$ cat src/rtl/i2c_bus_fabric.sv
// i2c_bus_fabric
// Wired-AND I2C bus model for NUM_PORTS open-drain agents, with a passive
// bus monitor: START/STOP detection, byte + ACK capture, per-port
// arbitration-loss flags. Define I2C_BUS_STRETCH_EN to let the fabric stretch
// SCL low for STRETCH_CYCLES clocks after each completed byte; without it
// the stretch logic is absent and stretch_active_o is tied low.
//
// dbg_state_o exposes the monitor FSM (0 = IDLE, 1 = BITS, 2 = ACK).
module i2c_bus_fabric #(
  parameter int NUM_PORTS      = 2,
  parameter int STRETCH_CYCLES = 8
) (
  input  logic                 clk,
  input  logic                 rst,
  input  logic [NUM_PORTS-1:0] scl_o,
  input  logic [NUM_PORTS-1:0] sda_o,
  output logic                 scl_i,
  output logic                 sda_i,
  output logic                 bus_busy_o,
  output logic                 start_o,
  output logic                 stop_o,
  output logic                 byte_valid_o,
  output logic [7:0]           byte_o,
  output logic                 ack_o,
  output logic [NUM_PORTS-1:0] arb_lost_o,
  input  logic [NUM_PORTS-1:0] arb_clr_i,
  output logic                 stretch_active_o,
  output logic [1:0]           dbg_state_o
);

  typedef enum logic [1:0] {
    ST_IDLE = 2'd0,
    ST_BITS = 2'd1,
    ST_ACK  = 2'd2
  } state_t;

  // Elaboration-time guard on the supported parameter ranges.
  if (NUM_PORTS < 2 || NUM_PORTS > 8 || STRETCH_CYCLES < 1 || STRETCH_CYCLES > 255) begin : g_param_check
    $error("i2c_bus_fabric: NUM_PORTS or STRETCH_CYCLES out of range");
  end

  state_t                 state;
  state_t                 state_nxt;
  logic                   scl_q;
  logic                   sda_q;
  logic [2:0]             bit_cnt;
  logic [7:0]             shift_q;
  logic [NUM_PORTS-1:0]   master_act;
  logic [NUM_PORTS-1:0]   arb_set;
  logic                   stretch_hold;
  logic                   start_det;
  logic                   stop_det;
  logic                   scl_rise;

  // Open-drain pull-up bus: any agent (or the fabric's stretch) pulling low
  // wins. Not gated by reset so the wires stay physical during reset.
  assign sda_i = &sda_o;
  assign scl_i = (&scl_o) & ~stretch_hold;

  // Bus conditions are the live line compared against last cycle's value.
  // START/STOP need SCL high in both samples, so an SCL edge that coincides
  // with an SDA change is only ever seen as an SCL edge.
  assign start_det = scl_q & scl_i &  sda_q & ~sda_i;
  assign stop_det  = scl_q & scl_i & ~sda_q &  sda_i;
  assign scl_rise  = ~scl_q & scl_i;

  assign dbg_state_o = state;

  // Line sample registers used for edge detection.
  always_ff @(posedge clk) begin
    if (rst) begin
      scl_q <= 1'b1;
      sda_q <= 1'b1;
    end else begin
      scl_q <= scl_i;
      sda_q <= sda_i;
    end
  end

  // FSM state register.
  always_ff @(posedge clk) begin
    if (rst) state <= ST_IDLE;
    else     state <= state_nxt;
  end

  // FSM next state: STOP beats everything, START restarts a byte from any
  // state, otherwise SCL rising edges walk through 8 data bits and the ACK.
  always_comb begin
    state_nxt = state;
    if (stop_det) begin
      state_nxt = ST_IDLE;
    end else if (start_det) begin
      state_nxt = ST_BITS;
    end else if (scl_rise) begin
      case (state)
        ST_BITS: if (bit_cnt == 3'd7) state_nxt = ST_ACK;
        ST_ACK:  state_nxt = ST_BITS;
        default: state_nxt = state;
      endcase
    end
  end

  // Monitor datapath: bit counter, shifter, byte/ACK capture and pulses.
  // A START clears the counter and shifter, which discards a partial byte.
  always_ff @(posedge clk) begin
    if (rst) begin
      bus_busy_o   <= 1'b0;
      start_o      <= 1'b0;
      stop_o       <= 1'b0;
      byte_valid_o <= 1'b0;
      bit_cnt      <= 3'd0;
      shift_q      <= 8'd0;
      byte_o       <= 8'd0;
      ack_o        <= 1'b1;
    end else begin
      start_o      <= start_det;
      stop_o       <= stop_det;
      byte_valid_o <= 1'b0;
      if (stop_det) begin
        bus_busy_o <= 1'b0;
        bit_cnt    <= 3'd0;
      end else if (start_det) begin
        bus_busy_o <= 1'b1;
        bit_cnt    <= 3'd0;
        shift_q    <= 8'd0;
      end else if (scl_rise) begin
        if (state == ST_BITS) begin
          shift_q <= {shift_q[6:0], sda_i};
          bit_cnt <= bit_cnt + 3'd1;
        end else if (state == ST_ACK) begin
          byte_o       <= shift_q;
          ack_o        <= sda_i;
          byte_valid_o <= 1'b1;
          bit_cnt      <= 3'd0;
        end
      end
    end
  end

  // A port that drives SCL low during a transfer is treated as a master;
  // only masters can lose arbitration. Only data bits count, never the ACK.
  assign arb_set = (scl_rise && state == ST_BITS)
                   ? (master_act & sda_o & {NUM_PORTS{~sda_i}})
                   : '0;

  // Master tracking and sticky arbitration-lost flags (set beats clear).
  always_ff @(posedge clk) begin
    if (rst) begin
      master_act <= '0;
      arb_lost_o <= '0;
    end else begin
      if (stop_det) master_act <= '0;
      else          master_act <= master_act | (~scl_o & {NUM_PORTS{bus_busy_o}});
      arb_lost_o <= arb_set | (arb_lost_o & ~arb_clr_i);
    end
  end

`ifdef I2C_BUS_STRETCH_EN
  logic [7:0] stretch_cnt;
  logic       stretch_pend;
  logic       scl_fall;

  assign scl_fall = scl_q & ~scl_i;

  // After a completed byte, arm; the next SCL fall loads the hold counter.
  // The hold ends when the counter drains or on START/STOP/reset.
  always_ff @(posedge clk) begin
    if (rst) begin
      stretch_cnt  <= 8'd0;
      stretch_pend <= 1'b0;
    end else if (stop_det || start_det) begin
      stretch_cnt  <= 8'd0;
      stretch_pend <= 1'b0;
    end else begin
      if (stretch_cnt != 8'd0) stretch_cnt <= stretch_cnt - 8'd1;
      if (scl_fall && (stretch_pend || byte_valid_o)) begin
        stretch_cnt  <= 8'(STRETCH_CYCLES);
        stretch_pend <= 1'b0;
      end else if (byte_valid_o) begin
        stretch_pend <= 1'b1;
      end
    end
  end

  // Reset releases the hold immediately, not one clock later.
  assign stretch_hold     = (stretch_cnt != 8'd0) & ~rst;
  assign stretch_active_o = stretch_hold;
`else
  assign stretch_hold     = 1'b0;
  assign stretch_active_o = 1'b0;
`endif

endmodule

$ cat config.mk
export PLATFORM = sky130hd
export DESIGN_NAME = i2c_bus_fabric
export DESIGN_NICKNAME = d
export VERILOG_FILES = /design/src/rtl/i2c_bus_fabric.sv
export SDC_FILE = /design/constraint.sdc
export NUM_CORES = 1
export LEC_CHECK = 0
export CAP_MARGIN = 20
export CORE_ASPECT_RATIO = 0.75
export CORE_UTILIZATION = 44
export DETAILED_ROUTE_END_ITERATION = 8
export PLACE_DENSITY = 0.73
export SYNTH_ARGS = -nofsm -noshare
export SYNTH_HDL_FRONTEND = slang
export SYNTH_SLANG_ARGS = --single-unit
$ cat constraint.sdc
create_clock -name clk -period 1.3 [get_ports clk]
set_input_delay 0.13 -clock clk [delete_from_list [all_inputs] [get_ports clk]]
set_output_delay 0.13 -clock clk [all_outputs]
set_load 0.005 [all_outputs]
==> results.tsv <==
stage	metric	value	unit
status	outcome	complete, but fails checks	
status	violations	setup timing	
synth	async_flop_share	0	
grt	grt_pass1_vias	1270	
min_path	hold_path_depth	4	
sta	drv_slew	0	
synth	syn_inst	143	
cts	cts_tree	done	
cts	cts_buffer_depth	2	
worst_setup_path	reg2reg_setup_slack	-170	ps
synth	netlist.area_leader.share	0.481	
min_path	worstHoldStart	scl_o[0]	
placement	dp.cells	218	
min_path	min_path_type	input pin to flip-flop	
cts	clk_pin_slew	70	ps
placement	place.gp.congestion	0.793	
routing	wire_per_inst	17.1	µm
floorplanning	io_pins	28	
pwr	vdd_ir_drop_max	0.908	mV
placement	dpl.hpwl	2410	µm
floorplanning	coreArea	0.00274	mm²
layout	fin_util	0.789	
synth	synthTopCellsByCount	dfxtp_1 (32), o21ai_0 (14), a21oi_1 (11), nand3_1 (10)	
floorplanning	die_area	0.00325	mm²
sta	rsz0062_at_grt	true	
layout	drive_gt1_frac	0.444	
min_path	holdPathEnd	bit_cnt[0]	
sta	clock.fmax	0.678	GHz
synth	synth_top_cell_by_area	dfxtp_1	
placement	io_buffers	26	
worst_setup_path	cp-end-kind	flip-flop	
sta	fin_ws	-174	ps
pwr	cellLeakagePower	0.983	nW
routing	drc	0	
synth	ys_ff_latch	32	
cts	clkLatencyLatePin	300	ps
pwr	internal_power	0.00164	W
synth	synth-main-ff-cell	dfxtp_1	
worst_setup_path	r2r_cells	6	
pwr	power_frac_seq	0.468	
cts	numClockSinks	32	
synth	yosysWarnings	0	
worst_setup_path	critPathKind	flip-flop to flip-flop	
synth	syn_area_per_cell	9.31	µm²
synth	synth_most_common_cell	dfxtp_1	
synth	yosysUniqueCellTypes	31	
run	drv_cap	0	
routing	vias	1287	
cts	htree_levels	2	
synth	synth_edf_count	0	
routing	drt_first_pass_iters	4	
worst_setup_path	crit_required	1510	ps
cts	cts_buffers	5	
pwr	p_clk_frac	0.450	
layout	layout.nets	209	
sta	finalHoldViolCount	0	
sta	tns	-1530	ps
layout	area_growth	62.5	%
floorplanning	die_y	49.6	µm
synth	yosys-top-cells-area	dfxtp_1 (48%), mux2i_1 (6.0%), o21ai_0 (5.3%), a21oi_1 (4.1%), ha_1 (3.8%)	
routing	drt_iter0_drc	77	
floorplanning	row_count	16	
pwr	p_sw	0.000492	W
grt	antenna_found_initial	0	
layout	layoutNonFillerInstCount	234	
grt	grt_pass1_wl	5820	µm
pwr	switching_share	0.230	
grt	grt_max_degree	21	
floorplanning	start_util	0.485	
worst_setup_path	rr_startpoint	dbg_state_o[1]	
sta	period_share	1.13	
worst_setup_path	crit_fanout	6	
synth	syn-cell-area	0.00133	mm²
grt	grt_overflow	0	
cts	cts_root_buffer	clkbuf_8	
routing	viasPerCell	5.50	
sta	finalSetupViolations	22	
sta	hold_slack	313	ps
worst_setup_path	start_kind	flip-flop	
pwr	p_per_area	987	mW/mm²
routing	ant_nets	0	
routing	wl	4000	µm
worst_setup_path	r2r_end	dbg_state_o[1]	
sta	finClkSkew	8.46	ps
synth	synth_seq_area_share	0.481	
grt	grt_usage	0.245	
placement	post-place-ws	-365	ps
sta	period_needed	1470	ps
floorplanning	die_w	65.5	µm
layout	num_antenna_cells	0	
worst_setup_path	critPathArrivalTime	1690	ps
synth	synth_fp_nets	155	
pwr	p_comb_frac	0.082	
-- cell type report --
class | count | area, µm²
Clock inverter | 2 | 35.0
Tap cell | 36 | 45.0
Inverter | 9 | 33.8
Clock buffer | 6 | 72.6
Fill cell | 154 | 579
Multi-Input combinational cell | 92 | 783
Sequential cell | 32 | 653
Timing Repair Buffer | 57 | 541
-- kinds of logic (layout without fill, tap and decap cells) --
group / count (synthesis) / after routing / share of synthesized area
AOI/OAI and AO/OA: 35 / 35 / 0.165
adders and majority gates: 4 / 4 / 0.0376
buffers and inverters: 19 / 74 / 0.0611
DFF: 32 / 32 / 0.481
muxes: 8 / 8 / 0.0602
other: 1 / 1 / 0.00282
and+or+nand+nor: 44 / 44 / 0.192
-- timing repair --
action                                  4_1_cts  5_1_grt
gates resized for setup                      16       51
hold buffers                                  0        0
setup buffers                                 2        4
gates cloned                                  0        2
endpoints found under the setup margin       29       30
pin swaps                                     1       20
-- critical path, cell delays in order, from the launching register on --
cell and delay (ps):
dfxtp_2 350, inv_2 70, ha_4 170, buf_4 120
mux2i_1 280, o21ai_0 160, a211oi_1 240
-- power groups by stage --
| stage | combinational (W) | clock (W) | sequential [W] |
|---|---|---|---|
| floorplan | 0.0000647 | 0 | 0.00102 |
| global placement | 0.000145 | 0 | 0.00102 |
| detailed placement | 0.000149 | 0 | 0.00102 |
| CTS | 0.000153 | 0.000957 | 0.00100 |
| global route | 0.000186 | 0.00101 | 0.00100 |
| finish | 0.000175 | 0.000960 | 0.000999 |
-- sequential cells by signal, summed over array words and instances (netlist names), 2 cells and up --
| register | cells |
|---|---|
| byte_o | 8 |
| shift_q | 8 |
| bit_cnt | 3 |
| arb_lost_o | 2 |
| dbg_state_o | 2 |
| master_act | 2 |
-- worst max-delay path by stage --
stage	cells past startpoint	startpoint	endpoint
detailed placement	4	scl_o[1]	shift_q[2]
CTS	6	dbg_state_o[1]	shift_q[5]
global route	6	dbg_state_o[1]	shift_q[2]
floorplan	7	dbg_state_o[1]	arb_lost_o[1]
finish	6	dbg_state_o[1]	dbg_state_o[1]
global placement	4	scl_o[1]	shift_q[5]
-- layout by cell type, fill, tap and decap left out, types with 5 or more instances in the layout --
master	Yosys	routed
dfxtp_1	32	24
o21ai_0	14	5
nand3_2	0	7
mux2i_1	8	8
nor2_1	6	6
nor3_1	9	7
a21oi_2	0	6
clkdlybuf4s50_1	0	13
buf_4	1	26
dfxtp_2	0	7
clkbuf_8	0	5
a21oi_1	11	5
dlymetal6s2s_1	0	8
o21ai_2	0	9
inv_1	9	7
-- through the flow --
stage | cell area (µm²) | power [W]
after floorplan | 1370 | 0.00108
after global placement | 1780 | 0.00117
after detailed placement | 1780 | 0.00117
after CTS | 1920 | 0.00211
final | 2160 | 0.00213
after global routing | 2160 | 0.00219
-- metal layers --
metal / track usage / up-vias / wire length [µm]
met5: 0 / - / 0
met4: 0.0906 / 0 / 63
met3: 0.0903 / 8 / 208
met2: 0.402 / 41 / 2000
met1: 0.290 / 620 / 1740
li1: - / 618 / -
No activity file was read; power rests on OpenSTA's default activity.
